--- src/rtl/knn_ctrl.sv ---
// knn_ctrl: sequencer for the KNN datapath (distance unit + neighbour list).
//
// On start, walks every test point t against every data point d, reading
// both operands from external point memories (one-cycle read latency), and
// presents (A, B, id) triples to the datapath with a valid/ready handshake.
// The neighbour list is cleared before each test point; once the last triple
// of a test point has drained through the datapath (LAT cycles), tp_done
// pulses with tp_idx. done pulses together with the final tp_done.
//
// Ports:
//   clk, rst           clock, synchronous active-high reset
//   start              job request, sampled only while idle
//   busy, done         job in progress / one-cycle job-complete pulse
//   tp_addr, dp_addr   test/data point memory addresses
//   rd_en              read strobe for both memories (rdata valid next cycle)
//   tp_rdata, dp_rdata memory read data
//   A, B, id, valid    registered triple to the datapath
//   ready              datapath accepts the triple
//   list_clr           one-cycle pulse clearing accumulator and list
//   tp_done, tp_idx    one-cycle pulse + index of the finished test point
module knn_ctrl #(
    parameter int DATA_W    = 32,
    parameter int NBR_TESTP = 4,
    parameter int NBR_DATAP = 10,
    parameter int ID_W      = DATA_W / 4,
    parameter int LAT       = 2,
    // Address widths are floored at 1 so single-point configurations still
    // have a legal port width.
    parameter int TP_AW     = (NBR_TESTP > 1) ? $clog2(NBR_TESTP) : 1,
    parameter int DP_AW     = (NBR_DATAP > 1) ? $clog2(NBR_DATAP) : 1
) (
    input  logic              clk,
    input  logic              rst,
    input  logic              start,
    output logic              busy,
    output logic              done,
    output logic [TP_AW-1:0]  tp_addr,
    output logic [DP_AW-1:0]  dp_addr,
    output logic              rd_en,
    input  logic [DATA_W-1:0] tp_rdata,
    input  logic [DATA_W-1:0] dp_rdata,
    output logic [DATA_W-1:0] A,
    output logic [DATA_W-1:0] B,
    output logic [ID_W-1:0]   id,
    output logic              valid,
    input  logic              ready,
    output logic              list_clr,
    output logic              tp_done,
    output logic [TP_AW-1:0]  tp_idx
);

    localparam int LC_W = (LAT > 1) ? $clog2(LAT) : 1;

    localparam logic [2:0] S_IDLE  = 3'd0;
    localparam logic [2:0] S_CLR   = 3'd1;
    localparam logic [2:0] S_LOAD  = 3'd2;
    localparam logic [2:0] S_ISSUE = 3'd3;
    localparam logic [2:0] S_DRAIN = 3'd4;

    logic [2:0]       state;
    logic [TP_AW-1:0] t;
    logic [DP_AW-1:0] d;
    logic [LC_W-1:0]  lcnt;

    logic hs, last_d, last_t, drain_end, next_rd;

    assign hs        = (state == S_ISSUE) && valid && ready;
    assign last_d    = (d == DP_AW'(NBR_DATAP - 1));
    assign last_t    = (t == TP_AW'(NBR_TESTP - 1));
    assign drain_end = (state == S_DRAIN) && (lcnt == LC_W'(LAT - 1));
    // A non-final handshake prefetches the next data point in the same cycle
    // so LOAD can capture it one cycle later.
    assign next_rd   = hs && !last_d;

    assign busy     = (state != S_IDLE);
    assign list_clr = (state == S_CLR);
    assign rd_en    = (state == S_CLR) || next_rd;
    assign tp_done  = drain_end;
    assign done     = drain_end && last_t;
    assign tp_idx   = t;
    assign tp_addr  = t;
    assign dp_addr  = next_rd ? d + DP_AW'(1) : d;

    always_ff @(posedge clk) begin
        if (rst) begin
            state <= S_IDLE;
            t     <= '0;
            d     <= '0;
            lcnt  <= '0;
            A     <= '0;
            B     <= '0;
            id    <= '0;
            valid <= 1'b0;
        end else begin
            case (state)
                S_IDLE: begin
                    if (start) begin
                        state <= S_CLR;
                        t     <= '0;
                        d     <= '0;
                    end
                end
                S_CLR: state <= S_LOAD;
                S_LOAD: begin
                    A     <= tp_rdata;
                    B     <= dp_rdata;
                    id    <= ID_W'(d);
                    valid <= 1'b1;
                    state <= S_ISSUE;
                end
                S_ISSUE: begin
                    // Triple is held untouched until the datapath takes it.
                    if (hs) begin
                        valid <= 1'b0;
                        if (!last_d) begin
                            d     <= d + DP_AW'(1);
                            state <= S_LOAD;
                        end else begin
                            lcnt  <= '0;
                            state <= S_DRAIN;
                        end
                    end
                end
                S_DRAIN: begin
                    lcnt <= lcnt + LC_W'(1);
                    if (lcnt == LC_W'(LAT - 1)) begin
                        if (last_t) begin
                            state <= S_IDLE;
                        end else begin
                            t     <= t + TP_AW'(1);
                            d     <= '0;
                            state <= S_CLR;
                        end
                    end
                end
                default: state <= S_IDLE;
            endcase
        end
    end

endmodule

--- config.mk ---
export PLATFORM = sky130hd
export DESIGN_NAME = knn_ctrl
export DESIGN_NICKNAME = d
export VERILOG_FILES = /design/src/rtl/knn_ctrl.sv
export SDC_FILE = /design/constraint.sdc
export NUM_CORES = 1
export LEC_CHECK = 0
export BUFFER_PORTS_ARGS = -buffer_cell sky130_fd_sc_hd__buf_2
export CAP_MARGIN = 5
export CELL_PAD_IN_SITES_DETAIL_PLACEMENT = 0
export CELL_PAD_IN_SITES_GLOBAL_PLACEMENT = 1
export CORE_MARGIN = 8
export CORE_UTILIZATION = 30
export CTS_BUF_LIST = sky130_fd_sc_hd__clkbuf_8
export DETAILED_ROUTE_END_ITERATION = 10
export MAX_ROUTING_LAYER = met4
export PLACE_DENSITY_LB_ADDON = 0.1
export SLEW_MARGIN = 40
export SYNTH_ARGS = -nofsm -noshare
export SYNTH_HDL_FRONTEND = slang
export SYNTH_SLANG_ARGS = --single-unit
--- constraint.sdc ---
create_clock -name clk -period 1.5 [get_ports clk]
set_input_delay 0.225 -clock clk [delete_from_list [all_inputs] [get_ports clk]]
set_output_delay 0.225 -clock clk [all_outputs]
set_load 0.02 [all_outputs]
### Word-level counts from Yosys, hierarchy flattened

Cells that the tools add are included.

| cells by class | value |
|---|---|
| add/sub/neg operators | 3 |
| eq/ne operators | 12 |
| mux-type cells | 22 |
| reductions and logical operators | 18 |

Operator list:

| cell | number |
|---|---|
| 2-to-1 mux 4 bit | 6 |
| case mux 3 bit (5 select lines) | 1 |
| 2-to-1 mux 3 bit | 4 |
| != test 2 bit (second input constant) | 6 |
| case mux 4 bit (3 select lines) | 1 |
| equality test 3 x 2 -> 1 bit (second input constant) | 2 |
| 2-to-1 mux 2 bit | 3 |
| AND reduction 3 bit | 2 |
| AND reduction 6 bit | 1 |
| nonzero test 2 bit | 3 |
| nonzero test 3 bit | 2 |
| logical AND 1 bit | 5 |
| adder 4 x 1 -> 4 bit (second input constant) | 1 |
| equality test 4 bit (second input constant) | 1 |
| 2-to-1 mux 1 bit | 4 |
| case mux 1 bit (2 select lines) | 2 |
| case mux 2 bit (2 select lines) | 1 |
| AND reduction 4 bit | 1 |
| equality test 3 x 1 -> 1 bit (second input constant) | 1 |
| equality test 3 bit (second input constant) | 1 |
| zero test 3 bit | 1 |
| adder 2 x 1 -> 2 bit (second input constant) | 1 |
| equality test 2 bit (second input constant) | 1 |
| AND reduction 2 bit | 1 |
| other kinds (3) | 3 |

| storage, ports and cells | value |
|---|---|
| bits in registers | 79 |
| input port bits | 68 |

### Depth between registers and ports, before layout

| depth | value |
|---|---|
| word-level depth | 5 |
| gate-level depth with buffers | 8 |
| gate-level depth less buffers | 6 |

### Worst setup path after synthesis

Ideal clock, no wire load.

| timing path | value |
|---|---|
| path type | register -> output |
| start point | register state[0] |
| end point | output port done |
| arrival | 1.421 ns |
| path slack | -0.146 ns |
| stages on the path, launching flop included | 5 |
| path through | dfxtp_1 > buf_6 > or2_2 > nor2_1 > and2_1 |

| between the ends | value |
|---|---|
| longest elaborated chain between the ends | 3 |

RTL lines:

| item | RTL line | RTL |
|---|---|---|
| start, declared | 60 | `logic [2:0] state;` |
| start signal, assigned | 86 | `state <= S_IDLE;` |
| start signal, assigned | 98 | `state <= S_CLR;` |
| start signal, assigned | 103 | `S_CLR: state <= S_LOAD;` |
| equality test 3 bit | 70 | `assign drain_end = (state == S_DRAIN) && (lcnt == LC_W'(LAT - 1));` |
| logical AND 1 bit | 70 |  |
| named net tp_done | 48 | `output logic tp_done,` |
| logical AND 1 bit | 79 | `assign done = drain_end && last_t;` |
| end, declared | 36 | `output logic done,` |

The timed path passes the listed nets, and every way through them passes these cells.

### Worst setup path in the final report

| timing path | value |
|---|---|
| start point | register d[1] |
| end point | output port dp_addr[2] |

| between the ends | value |
|---|---|
| longest elaborated chain between the ends | 4 |
| elaborated cells on any way between the ends | 5 |
| those cells by class | add/sub: 1; eq/ne: 1; mux: 1; reduce/logical: 2 |

RTL lines:

| item | RTL line | RTL |
|---|---|---|
| start, declared | 62 | `logic [DP_AW-1:0] d;` |
| start signal, assigned | 116 | `d <= d + DP_AW'(1);` |
| branches (longest 3 deep; another with adder 4 x 1 -> 4 bit) | - |  |
| 2-to-1 mux 4 bit (*) | 82 | `assign dp_addr = next_rd ? d + DP_AW'(1) : d;` |
| end, declared | 38 | `output logic [DP_AW-1:0] dp_addr,` |

Every way passes the cells marked *.

==> metrics.yaml <==
peakVddDrop_mv: 0.5290
setup_ws_ps: -265.1
synth_top_family_by_area: "simple AND/OR/NAND/NOR gates"
crit_path_end_kind: "output port"
cts.sinks: 79
hold_viol_final: 0
multiInputGateArea_um2: 1514
rr_worst_depth: 12
crit_arrival_ps: 1540
viasPerCell: 4.471
root_buffer: "clkbuf_8"
drive_above_1_share: 0.4270
drc: 0
period_share: 1.177
first_pass_iters: 4
yosysTopAreaCell: "dfxtp_1"
boundaryPins: 154
synth_seq_area_share: 0.5028
drt_iter0_drc: 140
rsz0062_at_grt: "yes"
hold_path.class: "input port to register"
synthAdderAreaFrac: 0.01193
syn_inst: 387
fmax_mhz: 566.5
setup_viol: 10
clk_latency_ps: 340
fin_crit_ps: 1765
core_um2: 10230
yosys_warnings: 0
grt_first_pass_wirelength_um: 16060
power_density_nw_per_um2: 1121
yosys-mux-area-fraction: 0.009547
p_leak_uw: 0.002181
cp_data_required_time_ps: 1270
place.gp.congestion: 0.8218
synth_area_per_cell_um2: 8.128
synth.area.top_cells: "dfxtp_1, nand2_1, a21oi_1, buf_4, buf_2"
outcome: "complete, but fails checks"
num_rows: 37
fin_util: 0.4571
rrSetupSlack_ps: -220
critPathLaunch: "d[1]$_SDFFE_PP0P_"
r2r_end: "d[3]$_SDFFE_PP0P_"
htreeDepth: 3
slew_violations: 0
setup_tns_ps: -1843
endpoint: "dp_addr[2]"
grt_usage: 0.1428
start_util: 0.3074
synth_compound_area_frac: 0.1575
final_nets: 628
synth_simple_gate_area_share: 0.2470
n_fill_cell: 1075
routed_wl_um: 9865
cp_max_fo: 3
die_x_um: 118.4
r2r-start: "d[1]$_SDFFE_PP0P_"
hold_ws_ps: 109.3
synthXorXnorAreaFrac: 0.005569
die_area_um2: 14020
grt-ovfl-total: 0
violations: "negative setup slack"
clk_pin_slew_ps: 80
grt_max_degree: 52
skew_ps: 10.66
clock_path_buffers: 2
dpl.hpwl_um: 6977
drv_cap: 0
synth_area_um2: 3146
port_buffers: 149
ant_nets: 0
area_growth_syn_to_layout_pct: 48.69
cts_buffers: 9
dpl_worst_slack_ps: -68.75
cts_tree: "done"
antenna-diode-count: 0
crit_type: "register to output port"
wl_per_cell_um: 14.13
regArea_um2: 1597
ys_ff_latch: 79
grt_antenna_before_repair: 0
vias: 3121
grt_pass1_vias: 3162
die_y_um: 118.4
yosys.cell_types.count: 40
synth_top_area_frac: 0.5028
fin_total_pwr_uw: 5245
startpoint_type: "register"
## registers in the layout, summed over array words and instances, names as in the netlist
signal and count:
A 32, B 32, d 4, id 4, lcnt 1, state 3, tp_addr 2, valid 1
## worst min-delay path by stage
stage / start / end / slack [ps] / depth (start not counted)
after floorplan: tp_rdata[19] / A[19]$_SDFFE_PP0P_ / 360 / 2
after global placement: B[5]$_SDFFE_PP0P_ / B[5]$_SDFFE_PP0P_ / 440 / 2
after detailed placement: A[2]$_SDFFE_PP0P_ / A[2]$_SDFFE_PP0P_ / 440 / 2
after CTS: dp_rdata[21] / B[21]$_SDFFE_PP0P_ / 90 / 3
after global routing: tp_rdata[1] / A[1]$_SDFFE_PP0P_ / 100 / 3
final: dp_rdata[23] / B[23]$_SDFFE_PP0P_ / 110 / 3
## per-layer routing
metal,share of wire,global-route usage,vias to the layer above
met5,0,-,-
met4,0.0077,0.04822,0
met3,0.050,0.03475,7
met2,0.46,0.2234,100
met1,0.48,0.1768,1418
li1,-,-,1596
## what timing repair did
item | CTS | global route
pin swaps | 9 | 6
endpoints found under the setup margin | 11 | 14
hold buffers | 0 | 0
setup buffers | 10 | 2
gates resized for setup | 43 | 13
## through the flow
stage | std cells | instance area [µm²]
after floorplan | 390 | 3173
after CTS | 696 | 4618
after global routing | 698 | 4677
after global placement | 670 | 4159
final | 698 | 4677
after detailed placement | 670 | 4159
## cells in the final DEF, fill, tap and decap left out, drive strengths merged, types with 4 or more instances in the layout
cell / count
dfxtp: 79
nand2b: 5
nor2: 13
nand2: 140
buf: 189
clkbuf: 10
a21oi: 71
o21ai: 6
conb: 4
## logic make-up after synthesis
family,after synthesis
compound gates,87
xor+xnor,2
fa+ha+maj,3
buf+inv,35
flops,79
mux,3
other cells,1
simple gates,177
## where the power goes
| part | total [µW] | leakage, µW | internal, µW | switching (µW) |
|---|---|---|---|---|
| clock | 1750 | 0.000114 | 977 | 774 |
| sequential | 2330 | 0.000646 | 2250 | 87.0 |
| combinational | 1160 | 0.00142 | 461 | 700 |
## cell type report
| type | count | share of cell area |
|---|---|---|
| Tap cell | 136 | 0.03638 |
| Clock inverter | 6 | 0.01819 |
| Sequential cell | 79 | 0.3414 |
| Timing Repair Buffer | 189 | 0.2488 |
| Inverter | 2 | 0.002140 |
| Clock buffer | 10 | 0.02943 |
| Multi-Input combinational cell | 276 | 0.3237 |
## critical path: stages, from the launching register on
cell	delay, ps
dfxtp_4	390
inv_4	40
ha_4	150
nand3b_4	90
nor4b_4	240
nand2b_4	180
buf_6	110
## cell usage after synthesis
| library cell | number |
|---|---|
| nor2_1 | 12 |
| buf_2 | 9 |
| nand4_4 | 1 |
| nand3_1 | 2 |
| a21oi_2 | 1 |
| o31ai_1 | 2 |
| nor3_1 | 1 |
| a211oi_1 | 2 |
| buf_6 | 3 |
| mux2i_1 | 3 |
| nand2b_1 | 4 |
| a21oi_1 | 70 |
| or3_1 | 2 |
| a22oi_4 | 1 |
| a211oi_2 | 1 |
| and2_1 | 3 |
| buf_4 | 10 |
| nand2_1 | 140 |
| a221oi_1 | 2 |
| nor3b_1 | 1 |
| xnor2_1 | 1 |
| nor2b_1 | 2 |
| ha_1 | 3 |
| a32oi_2 | 1 |
| o21ai_0 | 6 |
| clkbuf_1 | 11 |
| nand3b_2 | 1 |
| and3b_4 | 1 |
| xor2_1 | 1 |
| nand2b_2 | 1 |
| nand3b_1 | 1 |
| a2111oi_0 | 1 |
| inv_1 | 2 |
| dfxtp_1 | 79 |
| conb_1 | 1 |
| nor2_2 | 1 |
| or2_1 | 1 |
| or2_2 | 1 |
| nand3b_4 | 1 |
| nor4b_2 | 1 |
Power figures use the tool's default switching activity.
